--- src/rtl/mux_scan_pkg.sv ---
// mux_scan_pkg: shared mode encoding and select clamping for the mux_scan block.
// Optional feature macro used by this slice: MUX_SCAN_DWELL_EN.
package mux_scan_pkg;

  typedef enum logic {
    MODE_MANUAL = 1'b0,
    MODE_AUTO   = 1'b1
  } mode_e;

  // Out-of-range manual selects fall onto the top channel, like the old
  // combinational mux's default branch.
  function automatic int unsigned clamp_sel(input int unsigned sel,
                                            input int unsigned n_ch);
    return (sel >= n_ch) ? (n_ch - 1) : sel;
  endfunction

endpackage

--- src/rtl/mux_scan_next.sv ---
// mux_scan_next: combinational rotate-priority finder. Returns the first
// enabled channel at or after ptr, wrapping around, plus a found flag.
module mux_scan_next #(
  parameter  int N_CH = 4,
  localparam int CH_W = $clog2(N_CH)
) (
  input  logic [N_CH-1:0] ch_en,
  input  logic [CH_W-1:0] ptr,
  output logic            found,
  output logic [CH_W-1:0] idx
);

  // cand[k] is the channel k positions after ptr; hit[k] says it is enabled.
  logic [CH_W-1:0] cand [N_CH];
  logic [N_CH-1:0] hit;

  generate
    for (genvar gi = 0; gi < N_CH; gi++) begin : g_rot
      assign cand[gi] = CH_W'((32'(ptr) + 32'(gi)) % 32'(N_CH));
      assign hit[gi]  = ch_en[cand[gi]];
    end
  endgenerate

  // Walk offsets from farthest to nearest so the nearest hit wins.
  always_comb begin
    found = 1'b0;
    idx   = '0;
    for (int i = N_CH - 1; i >= 0; i--) begin
      if (hit[i]) begin
        found = 1'b1;
        idx   = cand[i];
      end
    end
  end

endmodule

--- src/rtl/mux_scan.sv ---
// mux_scan: registered N-channel W-bit mux with valid/ready output, manual
// select or round-robin auto scan over enabled channels.
// Define MUX_SCAN_DWELL_EN to add the dwell port and idle-gap counter.
module mux_scan
  import mux_scan_pkg::*;
#(
  parameter  int N_CH    = 4,
  parameter  int W       = 1,
`ifdef MUX_SCAN_DWELL_EN
  parameter  int DWELL_W = 8,
`endif
  localparam int CH_W    = $clog2(N_CH)
) (
  input  logic              clk,
  input  logic              rst_n,
  input  logic [N_CH*W-1:0] in_data,
  input  logic [CH_W-1:0]   sel,
  input  logic              mode,
  input  logic [N_CH-1:0]   ch_en,
`ifdef MUX_SCAN_DWELL_EN
  input  logic [DWELL_W-1:0] dwell,
`endif
  output logic [W-1:0]      out_data,
  output logic [CH_W-1:0]   out_ch,
  output logic              out_valid,
  input  logic              out_ready
);

  logic [W-1:0]    lanes [N_CH];
  logic [CH_W-1:0] sel_idx;
  logic            load;
  logic            found;
  logic [CH_W-1:0] next_idx;
  logic            gate_open;
  logic            auto_capture;

  logic [W-1:0]    out_data_reg, out_data_next;
  logic [CH_W-1:0] out_ch_reg, out_ch_next;
  logic            out_valid_reg, out_valid_next;
  logic [CH_W-1:0] ptr_reg, ptr_next;

  generate
    for (genvar gi = 0; gi < N_CH; gi++) begin : g_lane
      assign lanes[gi] = in_data[gi*W +: W];
    end
  endgenerate

  assign sel_idx = CH_W'(clamp_sel(32'(sel), N_CH));
  assign load    = !out_valid_reg || out_ready;

  mux_scan_next #(.N_CH(N_CH)) u_next (
    .ch_en (ch_en),
    .ptr   (ptr_reg),
    .found (found),
    .idx   (next_idx)
  );

`ifdef MUX_SCAN_DWELL_EN
  logic [DWELL_W-1:0] dwell_cnt_reg, dwell_cnt_next;
  logic               mode_reg;
  logic               mode_change;

  assign mode_change = (mode != mode_reg);
  // A fresh entry into auto mode starts with the gate open.
  assign gate_open   = (dwell_cnt_reg == '0) || mode_change;

  // Dwell counter: reload after an auto capture, clear on mode change,
  // otherwise count down in auto mode and hold in manual mode.
  always_comb begin
    dwell_cnt_next = dwell_cnt_reg;
    if (auto_capture) begin
      dwell_cnt_next = dwell;
    end else if (mode_change) begin
      dwell_cnt_next = '0;
    end else if (mode == MODE_AUTO && dwell_cnt_reg != '0) begin
      dwell_cnt_next = dwell_cnt_reg - 1'b1;
    end
  end

  // Dwell counter and previous-mode register.
  always_ff @(posedge clk) begin
    if (!rst_n) begin
      dwell_cnt_reg <= '0;
      mode_reg      <= MODE_MANUAL;
    end else begin
      dwell_cnt_reg <= dwell_cnt_next;
      mode_reg      <= mode;
    end
  end
`else
  assign gate_open = 1'b1;
`endif

  // Next output sample and scan pointer; state holds when there is no load.
  always_comb begin
    out_data_next  = out_data_reg;
    out_ch_next    = out_ch_reg;
    out_valid_next = out_valid_reg;
    ptr_next       = ptr_reg;
    auto_capture   = 1'b0;
    if (load) begin
      if (mode == MODE_MANUAL) begin
        out_data_next  = lanes[sel_idx];
        out_ch_next    = sel_idx;
        out_valid_next = 1'b1;
      end else if (gate_open && found) begin
        out_data_next  = lanes[next_idx];
        out_ch_next    = next_idx;
        out_valid_next = 1'b1;
        ptr_next       = (next_idx == CH_W'(N_CH - 1)) ? '0 : next_idx + 1'b1;
        auto_capture   = 1'b1;
      end else begin
        // Previous sample (if any) was accepted this edge; nothing replaces it.
        out_valid_next = 1'b0;
      end
    end
  end

  // Output register and scan pointer.
  always_ff @(posedge clk) begin
    if (!rst_n) begin
      out_data_reg  <= '0;
      out_ch_reg    <= '0;
      out_valid_reg <= 1'b0;
      ptr_reg       <= '0;
    end else begin
      out_data_reg  <= out_data_next;
      out_ch_reg    <= out_ch_next;
      out_valid_reg <= out_valid_next;
      ptr_reg       <= ptr_next;
    end
  end

  assign out_data  = out_data_reg;
  assign out_ch    = out_ch_reg;
  assign out_valid = out_valid_reg;

endmodule

--- config.mk ---
export PLATFORM = sky130hd
export DESIGN_NAME = mux_scan
export DESIGN_NICKNAME = d
export VERILOG_FILES = /design/src/rtl/mux_scan_pkg.sv /design/src/rtl/mux_scan_next.sv /design/src/rtl/mux_scan.sv
export SDC_FILE = /design/constraint.sdc
export NUM_CORES = 1
export LEC_CHECK = 0
export BUFFER_PORTS_ARGS = -buffer_cell sky130_fd_sc_hd__clkbuf_2
export CAP_MARGIN = 30
export CORE_AREA = 2 2 39 41
export DETAILED_ROUTE_END_ITERATION = 12
export DIE_AREA = 0 0 41 43
export MAX_ROUTING_LAYER = met4
export PLACE_DENSITY_LB_ADDON = 0.08
export SKIP_CTS_REPAIR_TIMING = 1
export SLEW_MARGIN = 10
export SYNTH_ARGS = -nofsm -noshare
export SYNTH_HDL_FRONTEND = slang
export SYNTH_SLANG_ARGS = --single-unit
--- constraint.sdc ---
create_clock -name clk -period 2.97 [get_ports clk]
set_input_delay 0.297 -clock clk [delete_from_list [all_inputs] [get_ports clk]]
set_output_delay 0.297 -clock clk [all_outputs]
set_load 0.02 [all_outputs]
==> flow_results.org <==
** Outcome
- Status :: finished clean

** Clock tree
- In this run the deepest clock path goes through 2 buffers.
- Buffer type at the clock tree root :: sky130_fd_sc_hd__clkbuf_4
- Clock-pin slew was measured on the worst setup and hold paths at 0.05 ns.
- At the later pin of the worst-skew pair, clock insertion delay measures 0.25 ns.
- TritonCTS built the clock tree.
- Total CTS buffers :: 3
- For this design, the sink count on the clock tree is 6.
- Number of H-tree branching levels :: 1

** Logic synthesis
- Post-Syn Area per Cell :: 9.203 sq um
- For this run, asynchronously set or reset flops after synthesis account for 0.
- Synthesis inferred 6 register bits.
- The synthesized netlist occupies a cell area of 414.1 sq um.
- Syn_nets :: 59
- In this run, synthesis inferred 0 flip-flops with an integrated enable.
- Synthesized instance count :: 45
- In the synthesized netlist the dominant register cell turns out to be sky130_fd_sc_hd__dfxtp_1.
- Distinct cells, synth :: 23
- Yosys Warn Count :: 0
- Sequential fraction of the synthesis area :: 0.2900

** Min path
- The worst hold path begins at rst_n.
- Worst Hold Endpoint :: out_data$_SDFFE_PN0P_
- Count of cells along the worst hold path :: 3
- The path class of the tightest hold or removal check is in2reg.

** Critical path
- The largest single stage delay on the critical path is 0.38 ns.
- Arrival time of the worst setup path :: 1.70 ns
- The setup path with the least slack is of type reg2reg.
- Walking the worst path, the cells encountered are a21oi_2 > o21ai_2 > a21oi_2 > mux2_4 > a31oi_1 > a31oi_1.
- In this design, the largest share of critical-path delay is due to compound AO/OA/AOI/OAI gates.
- STA classifies the critical path startpoint as a register.
- Category of the worst setup path capture point :: register
- Largest fanout on the critical path :: 5
- Crit Reg-Reg Startpoint :: ptr_reg[1]$_SDFFE_PN0P_
- R2R depth :: 6
- Worst Path Buf+Inv :: 0
- The worst register-to-register path has a setup slack of 1.38 ns.
- The worst register-to-register path ends at out_data$_SDFFE_PN0P_.
- Data required time of the worst path :: 3.08 ns
- Cell with the biggest individual delay on the critical path :: sky130_fd_sc_hd__dfxtp_1

** Global route
- The number of global-route vias before repair came to 364.
- The first global-routing pass estimated 1393 um of wire.
- Met1 GRT Util :: 0.1424
- The total overflow left after global routing is 0.
- Largest net degree at the start of global routing :: 9
- For met2 alone, demand over resource in global routing was 0.1719.
- met2 is the most crowded layer.
- The number of antenna violations at the first check in global routing was 0.
- For this run, the total global-route usage over all layers was measured as 0.1206.
- Met3 track demand over resource :: 0.06283

** Power
- Across the VDD grid, the largest voltage drop is 245.4 uV.
- Areal power density over the cells :: 460.5 nW/um^2
- Leakage component of the power :: 0.2493 nW

** Floorplanning
- Cell row count :: 14
- The die is 41 um wide.
- The floorplan step defined a die boundary enclosing 1763 sq um.
- The floorplan step set the die height to 43 um.
- For this configuration, the core starts out at a cell density of 0.2993.
- Core area :: 1384 sq um
- In this run the count of I/O pins placed on the die edge is 18.

** Finish
- Leaving out fill and tap cells, the most frequent cell in the layout is sky130_fd_sc_hd__clkbuf_2.
- Fraction of layout instances using a drive strength above 1 :: 0.4219
- Layout Nets :: 80
- From synthesis to final layout, the design area changed by 29.91%.
- Antenna Cells :: 0
- At the end of the flow the core is filled with cells to 0.3888.
- Most used cells in the layout excluding fill and tap cells :: sky130_fd_sc_hd__clkbuf_2, sky130_fd_sc_hd__dfxtp_1, sky130_fd_sc_hd__nor2_1
- FILL cells :: 147

** STA
- Counting I/O delays and the setup requirement, the final critical path takes 1.595 ns.
- Number of hold-slack violations in the final timing report :: 0
- Final-layout setup total negative slack :: 0 ns
- In the finished design, the share of the clock period the worst path needs comes to 0.5370.
- Pins over their slew limit :: 0
- Worst rel slew slack :: 0.6805
- Highest clock rate :: 627.0 MHz
- Worst Max-Slew Pin Slew :: 0.4749 ns
- RSZ-0062 raised after global routing :: no
- Number of setup violations in the final report :: 0
- Between clock sinks in the finished design, the worst skew comes to 0.003619 ns.

** Placement
- During placement, the flow inserted port buffers numbering 17.
- At the end of routability-driven placement, the weighted congestion stood at 0.6419.
- Once detailed placement completed, the half-perimeter wirelength came to 746.7 um.

** Routing
- In the final routed layout, each cell accounts on average for 10.85 um.
- Drt pass-1 iters :: 3
- First DRT Iteration DRCs :: 1
- Final wirelength :: 868 um
- Count of vias placed by the detailed router :: 391
- After detailed routing, the number of remaining DRC violations is 0.
- Ratio of routed vias to standard cells :: 4.888
- Remaining antenna violation count :: 0

** Job
- Max_cap viols :: 0
-- worst register-to-register path: stages (launching register included) --
cell and delay, ns:
sky130_fd_sc_hd__dfxtp_1 0.38, sky130_fd_sc_hd__a21oi_2 0.16, sky130_fd_sc_hd__o21ai_2 0.06, sky130_fd_sc_hd__a21oi_2 0.24
sky130_fd_sc_hd__mux2_4 0.32, sky130_fd_sc_hd__a31oi_1 0.19, sky130_fd_sc_hd__a31oi_1 0.10
-- where the power goes --
part           switching [mW]  internal [mW]  total, mW  leakage [nW]
Sequential            0.00632         0.0887     0.0950        0.0498
Clock                  0.0309         0.0458     0.0768        0.0138
Combinational          0.0400         0.0360     0.0760         0.186
Total                  0.0772          0.171      0.248         0.249
-- how the worst max path moves through the flow --
stage,start,end,slack (ns),cells after the start
6_report,ptr_reg[1]$_SDFFE_PN0P_,out_data$_SDFFE_PN0P_,1.38,6
5_1_grt,ptr_reg[1]$_SDFFE_PN0P_,out_data$_SDFFE_PN0P_,1.27,6
4_1_cts,ptr_reg[1]$_SDFFE_PN0P_,out_data$_SDFFE_PN0P_,1.35,6
3_5_place_dp,ch_en[0],out_data$_SDFFE_PN0P_,1.34,7
3_3_place_gp,ch_en[0],out_data$_SDFFE_PN0P_,1.35,7
2_1_floorplan,ptr_reg[1]$_SDFFE_PN0P_,out_data$_SDFFE_PN0P_,1.52,6
-- per-stage QoR --
stage	hold slack, ns	cell area (sq um)	instances	setup WS (ns)	power, mW
floorplan	0.4353	414.1	45	1.520	0.1501
global placement	0.4952	515.5	77	1.351	0.1748
detailed placement	0.4971	515.5	77	1.338	0.1738
CTS	0.2914	538.0	80	1.354	0.2536
global route	0.2975	538.0	80	1.274	0.2629
finish	0.2971	538.0	80	1.375	0.2478
-- synth_stat cells (2+ instances only) --
master / number / area, sq um
sky130_fd_sc_hd__a211oi_1: 2 / 15.01
sky130_fd_sc_hd__inv_1: 3 / 11.26
sky130_fd_sc_hd__a21oi_2: 2 / 17.52
sky130_fd_sc_hd__nand2b_1: 3 / 18.77
sky130_fd_sc_hd__dfxtp_1: 6 / 120.1
sky130_fd_sc_hd__a21oi_1: 3 / 15.01
sky130_fd_sc_hd__a31oi_1: 3 / 18.77
sky130_fd_sc_hd__nor2_1: 5 / 18.77
sky130_fd_sc_hd__nand3b_1: 2 / 15.01
sky130_fd_sc_hd__mux2i_1: 3 / 30.03
-- per-layer routing --
metal,share of wire,vias up
li1,-,206
met1,0.48,173
met2,0.46,12
met3,0.055,0
met4,0,0
met5,0,-
-- area by class of cell --
class / instances / area, sq um / share of cell area
repair buffers: 17 / 85.08 / 0.1581
multi-input cells: 34 / 275.3 / 0.5116
clock buffers: 3 / 22.52 / 0.04186
well taps: 16 / 20.02 / 0.03721
flip-flops and latches: 6 / 120.1 / 0.2233
inverters: 4 / 15.01 / 0.02791
-- logic make-up (layout without fill, tap and decap cells) --
group,count (synthesis),after routing,synth area share
buf+inv,5,24,0.04530
xor+xnor,1,1,0.02115
mux,6,6,0.1903
simple gates,12,12,0.1571
compound gates,15,15,0.2961
flops,6,6,0.2900
(Power assumes the default switching activity.)
